File: src/rtl/mc_datapath.sv
// mc_datapath: multi-cycle MIPS-subset core (addu/subu/jr/ori/lui/lw/sw/beq/j/jal)
// with req/ready handshakes to external instruction and data memories.
module mc_datapath #(
  parameter logic [31:0] RESET_PC = 32'h0000_3000,
  parameter int unsigned MAX_WAIT = 0
) (
  input  logic        clk,
  input  logic        rst,
  output logic        imem_req,
  output logic [31:0] imem_addr,
  input  logic [31:0] imem_rdata,
  input  logic        imem_ready,
  output logic        dmem_req,
  output logic        dmem_we,
  output logic [31:0] dmem_addr,
  output logic [31:0] dmem_wdata,
  input  logic [31:0] dmem_rdata,
  input  logic        dmem_ready,
  output logic [31:0] pc,
  output logic        retire,
  output logic        wb_we,
  output logic [4:0]  wb_addr,
  output logic [31:0] wb_data,
  output logic        hang
);

  typedef enum logic [2:0] {FETCH, DECODE, EXE, MEM, WB} state_t;

  localparam logic [5:0] OP_RTYPE = 6'h00;
  localparam logic [5:0] OP_ORI   = 6'h0d;
  localparam logic [5:0] OP_LUI   = 6'h0f;
  localparam logic [5:0] OP_LW    = 6'h23;
  localparam logic [5:0] OP_SW    = 6'h2b;
  localparam logic [5:0] OP_BEQ   = 6'h04;
  localparam logic [5:0] OP_J     = 6'h02;
  localparam logic [5:0] OP_JAL   = 6'h03;
  localparam logic [5:0] FN_ADDU  = 6'h21;
  localparam logic [5:0] FN_SUBU  = 6'h23;
  localparam logic [5:0] FN_JR    = 6'h08;

  state_t      state_q, state_d;
  logic [31:0] pc_q, pc_d;
  logic [31:0] ir_q, a_q, b_q, r_q;
  logic [31:0] gpr [32];
  logic [31:0] wait_q;
  logic        hang_q;

  logic [5:0]  op, funct;
  logic [4:0]  rs, rt, rd, dst;
  logic [15:0] imm;
  logic [31:0] imm_sext, imm_zext, pc_plus4, alu_out;
  logic        is_addu, is_subu, is_jr, is_ori, is_lui, is_lw, is_sw, is_beq, is_j, is_jal;
  logic        xfer_wait;

  assign op       = ir_q[31:26];
  assign rs       = ir_q[25:21];
  assign rt       = ir_q[20:16];
  assign rd       = ir_q[15:11];
  assign funct    = ir_q[5:0];
  assign imm      = ir_q[15:0];
  assign imm_sext = {{16{imm[15]}}, imm};
  assign imm_zext = {16'h0000, imm};
  assign pc_plus4 = pc_q + 32'd4;

  assign is_addu = (op == OP_RTYPE) && (funct == FN_ADDU);
  assign is_subu = (op == OP_RTYPE) && (funct == FN_SUBU);
  assign is_jr   = (op == OP_RTYPE) && (funct == FN_JR);
  assign is_ori  = (op == OP_ORI);
  assign is_lui  = (op == OP_LUI);
  assign is_lw   = (op == OP_LW);
  assign is_sw   = (op == OP_SW);
  assign is_beq  = (op == OP_BEQ);
  assign is_j    = (op == OP_J);
  assign is_jal  = (op == OP_JAL);

  assign dst = is_jal ? 5'd31 : ((op == OP_RTYPE) ? rd : rt);

  assign pc         = pc_q;
  assign imem_addr  = pc_q;
  assign dmem_addr  = r_q;
  assign dmem_wdata = b_q;
  assign hang       = hang_q;

  assign xfer_wait = (imem_req && !imem_ready) || (dmem_req && !dmem_ready);

  // ALU: arithmetic, immediates and load/store effective address
  always_comb begin
    alu_out = '0;
    if (is_addu)           alu_out = a_q + b_q;
    else if (is_subu)      alu_out = a_q - b_q;
    else if (is_ori)       alu_out = a_q | imm_zext;
    else if (is_lui)       alu_out = {imm, 16'h0000};
    else if (is_lw || is_sw) alu_out = a_q + imm_sext;
  end

  // State register
  always_ff @(posedge clk) begin
    if (rst) state_q <= FETCH;
    else     state_q <= state_d;
  end

  // Next state, handshake strobes, retire/write-back and next PC
  always_comb begin
    state_d  = state_q;
    pc_d     = pc_q;
    imem_req = 1'b0;
    dmem_req = 1'b0;
    dmem_we  = 1'b0;
    retire   = 1'b0;
    wb_we    = 1'b0;
    wb_addr  = '0;
    wb_data  = '0;
    case (state_q)
      FETCH: begin
        imem_req = 1'b1;
        if (imem_ready) state_d = DECODE;
      end
      DECODE: state_d = EXE;
      EXE: begin
        if (is_lw || is_sw) begin
          state_d = MEM;
        end else if (is_addu || is_subu || is_ori || is_lui) begin
          state_d = WB;
        end else begin
          // control transfers and unrecognised encodings all finish here
          retire  = 1'b1;
          state_d = FETCH;
          if (is_beq)             pc_d = (a_q == b_q) ? pc_plus4 + {imm_sext[29:0], 2'b00} : pc_plus4;
          else if (is_j || is_jal) pc_d = {pc_plus4[31:28], ir_q[25:0], 2'b00};
          else if (is_jr)         pc_d = a_q;
          else                    pc_d = pc_plus4;
          if (is_jal) begin
            wb_we   = 1'b1;
            wb_addr = 5'd31;
            wb_data = pc_plus4;
          end
        end
      end
      MEM: begin
        dmem_req = 1'b1;
        dmem_we  = is_sw;
        if (dmem_ready) begin
          if (is_sw) begin
            retire  = 1'b1;
            pc_d    = pc_plus4;
            state_d = FETCH;
          end else begin
            state_d = WB;
          end
        end
      end
      WB: begin
        wb_we   = 1'b1;
        wb_addr = dst;
        wb_data = r_q;
        retire  = 1'b1;
        pc_d    = pc_plus4;
        state_d = FETCH;
      end
      default: state_d = FETCH;
    endcase
  end

  // PC and instruction/operand/result latches
  always_ff @(posedge clk) begin
    if (rst) begin
      pc_q <= RESET_PC;
      ir_q <= '0;
      a_q  <= '0;
      b_q  <= '0;
      r_q  <= '0;
    end else begin
      pc_q <= pc_d;
      case (state_q)
        FETCH:  if (imem_ready) ir_q <= imem_rdata;
        DECODE: begin
          a_q <= gpr[rs];
          b_q <= gpr[rt];
        end
        EXE:    r_q <= alu_out;
        MEM:    if (dmem_ready && !is_sw) r_q <= dmem_rdata;
        default: ;
      endcase
    end
  end

  // Register file; $0 is never written so it always reads as zero
  always_ff @(posedge clk) begin
    if (rst) begin
      for (int unsigned i = 0; i < 32; i++) gpr[i[4:0]] <= '0;
    end else if (wb_we && (wb_addr != 5'd0)) begin
      gpr[wb_addr] <= wb_data;
    end
  end

  // Per-transfer wait counter and sticky hang flag
  always_ff @(posedge clk) begin
    if (rst) begin
      wait_q <= '0;
      hang_q <= 1'b0;
    end else if (xfer_wait) begin
      if (wait_q != '1) wait_q <= wait_q + 32'd1;
      if ((MAX_WAIT != 0) && (wait_q >= MAX_WAIT)) hang_q <= 1'b1;
    end else begin
      wait_q <= '0;
    end
  end

endmodule

File: config.mk
export PLATFORM = sky130hd
export DESIGN_NAME = mc_datapath
export DESIGN_NICKNAME = d
export VERILOG_FILES = /design/src/rtl/mc_datapath.sv
export SDC_FILE = /design/constraint.sdc
export NUM_CORES = 2
export LEC_CHECK = 0
export CORE_MARGIN = 2
export CORE_UTILIZATION = 51
export DETAILED_ROUTE_END_ITERATION = 6
export PLACE_DENSITY = 0.68
export REMOVE_ABC_BUFFERS = 1
export SYNTH_ARGS = -nofsm -noshare
export SYNTH_HDL_FRONTEND = slang
export SYNTH_SLANG_ARGS = --single-unit
File: constraint.sdc
create_clock -name clk -period 5 [get_ports clk]
set_input_delay 1 -clock clk [delete_from_list [all_inputs] [get_ports clk]]
set_output_delay 1 -clock clk [all_outputs]
set_load 0.01 [all_outputs]
==> reports/summary.txt <==
Sw Share = 0.268
IO Pins = 239
TritonCTS buffer count = 131
Max Clock Skew = 26.2 ps
Cell variety after synth = 87
Post-Syn Area per Cell = 12.6 sq um
Hold WC Path Type = flip-flop to flip-flop
CP Launch Point = ir_q[31]$_SDFFE_PP0P_
unrepaired setup endpoints after global routing = no
grt ovf = 0
Req. time, crit path = 4000 ps
register-to-register setup slack = 510 ps
Worst EP arrival = 3870 ps
Synth top area share = 0.458
Post-synth top cells = 1226 x nor2_1, 1024 x edfxtp_1, 640 x mux4_2
register area share after synthesis = 0.507
final hold viol count = 0
PD cells = 324 nW/um^2
largest net degree at the start of global routing = 129
antenna viol nets, final = 0
CP Capture Type = output port
Starting DRT DRC Count = 7938
max_slew headroom = 0.300
ys flop type = edfxtp_1
root buf cell = clkbuf_16
R2R Path End = imem_addr[28]$_SDFFE_PP0P_
Async SR Flop Fraction = 0
Yosys top cell by area = edfxtp_1
Die Span Y = 367 um
CP Launch Type = flip-flop
achievable clock frequency = 0.205 GHz
1st-pass router iterations = 6
Overall Global Routing Usage = 0.373
post-layout minimum cycle time = 4870 ps
status = complete, no violations
worst-margin pin slew = 1050 ps
drc violations = 0
EDFF count, synth = 1024
Clock Sinks = 1187
Synth warnings = 0
Pint = 0.0182 W
Rows = 133
vias = 50500
Final Max Tran Viols = 0
Final Setup Violations = 0
setup_tns = 0 ps
Avg WL per Cell = 34.4 um
part of the power in registers = 0.461
Leakage = 25.5 nW
Reg clk slew, reported paths = 60 ps
Synth Cell Area = 67100 sq um
clk buf depth = 3
crit path capture = wb_addr[3]
CTS HTree Levels = 4
Layout Utilization = 0.586
PortBufs = 237
flops & latches, synth = 1187
critical path class = flip-flop to output port
Max-Cap Viols = 0
RR Startpoint = imem_addr[2]$_SDFFE_PP0P_
post-DP HPWL = 167 mm
top cells by area, synth = edfxtp_1 46%, mux4_2 21%, nor2_1 6.9%
count leader, synth = nor2_1
hold buffer count at cts = 0
NetSw = 0.00668 W
vias per cell = 6.88
Fillers = 10400
initial antenna violation count = 8
Clock Power Share = 0.390
die area = 135000 sq um
Post-layout nets = 5691
placer congestion estimate = 0.991
worst hold slack = 492 ps
layout cells sized above 1 = 0.221
vias in the first global route = 49300
first-pass GRT wire length = 357 mm
combinational share of power = 0.149
Max IR drop VDD = 0.322 mV
total wire length = 252 mm
post-synthesis cell count = 5333
Starting Density = 0.512
Final period util = 0.975
multi-input logic area = 31000 sq um
Clk Latency, worst-skew pair = 770 ps
TritonCTS clock tree = built
Die X = 367 um
worst-path fanout max = 11
Area Overhead vs Synth = 14.4%
worst r2r path cells = 17
total core area = 131000 sq um
Sequential Area = 34000 sq um
## cell usage in the layout (no fill, tap or decap), types with 137 or more instances in the layout
| master | synthesis | routed |
|---|---|---|
| dfxtp_1 | 163 | 150 |
| buf_4 | 34 | 214 |
| edfxtp_1 | 1024 | 1024 |
| clkdlybuf4s50_1 | 0 | 236 |
| mux4_2 | 640 | 640 |
| ha_1 | 146 | 146 |
| nand2_1 | 220 | 190 |
| clkbuf_16 | 0 | 137 |
| inv_1 | 148 | 148 |
| a21oi_1 | 211 | 211 |
| nor2_1 | 1226 | 1225 |
## power groups by stage
stage          combinational, W  clock, W  sequential, W
2_1_floorplan           0.00241         0         0.0117
3_3_place_gp            0.00359         0         0.0116
3_5_place_dp            0.00360         0         0.0117
4_1_cts                 0.00362   0.00973         0.0115
5_1_grt                 0.00385    0.0101         0.0115
6_report                0.00370   0.00972         0.0115
## timing repair
action | in CTS | in global routing
gates resized for setup | 1 | 5
setup endpoints to repair | 1 | 9
pin swaps | 0 | 4
setup buffers | 0 | 3
## sequential cells by signal (all words and copies together) (netlist names)
register,flops
dmem_addr,32
state_q,3
ir_q,32
a_q,32
gpr,1024
dmem_wdata,32
imem_addr,32
## routing by layer
metal | vias to the layer above | track usage | part of all wire
met5 | - | 0.00321 | 0.00040
li1 | 20400 | - | -
met3 | 743 | 0.119 | 0.15
met1 | 25300 | 0.491 | 0.35
met4 | 8 | 0.212 | 0.068
met2 | 4048 | 0.547 | 0.44
## kinds of logic (layout without fill, tap and decap cells)
| family | count (synthesis) | in the layout | share of synthesized area |
|---|---|---|---|
| buffers and inverters | 664 | 877 | 0.0395 |
| AOI/OAI and AO/OA | 762 | 762 | 0.0747 |
| adders and majority gates | 150 | 150 | 0.0284 |
| other | 1 | 36 | 0.0000559 |
| DFF | 1187 | 1187 | 0.507 |
| and+or+nand+nor | 1725 | 1725 | 0.108 |
| muxes | 730 | 730 | 0.228 |
| xor gates and xnor gates | 114 | 114 | 0.0149 |
## worst min path at each step
stage | from | cells after the start | slack (ps) | endpoint
detailed placement | ir_q[29]$_SDFFE_PP0P_ | 2 | 480 | ir_q[29]$_SDFFE_PP0P_
floorplan | ir_q[31]$_SDFFE_PP0P_ | 2 | 450 | ir_q[31]$_SDFFE_PP0P_
global route | ir_q[31]$_SDFFE_PP0P_ | 2 | 530 | ir_q[31]$_SDFFE_PP0P_
global placement | dmem_addr[0]$_SDFFE_PP0P_ | 2 | 470 | dmem_addr[0]$_SDFFE_PP0P_
CTS | ir_q[29]$_SDFFE_PP0P_ | 2 | 490 | ir_q[29]$_SDFFE_PP0P_
finish | ir_q[29]$_SDFFE_PP0P_ | 2 | 490 | ir_q[29]$_SDFFE_PP0P_
## critical path: stages, from the launching register on
cell and delay, ps:
dfxtp_1 330, or3_1 480, nor3b_4 220, nand2_1 90, buf_4 210, nor3_4 380
nor2_2 290, nor2_1 460, clkdlybuf4s50_1 630
## metrics by stage
step	setup WS [ps]	area, sq um	instances	power [W]
2_1_floorplan	-8330	65100	4850	0.0141
4_1_cts	18.5	76700	7330	0.0248
6_report	126	76800	7336	0.0249
5_1_grt	18.0	76800	7333	0.0255
3_5_place_dp	543	72500	7092	0.0153
3_3_place_gp	467	72500	7092	0.0152
## cell type report
class	count	share of cell area
sequential	1187	0.444
multi-input combinational	3514	0.404
timing repair buffer	490	0.0621
clock buffer	180	0.0478
tap	1755	0.0286
inverter	149	0.00729
clock inverter	58	0.00707
antenna	3	0.0000978
Power figures use the tool's default switching activity.
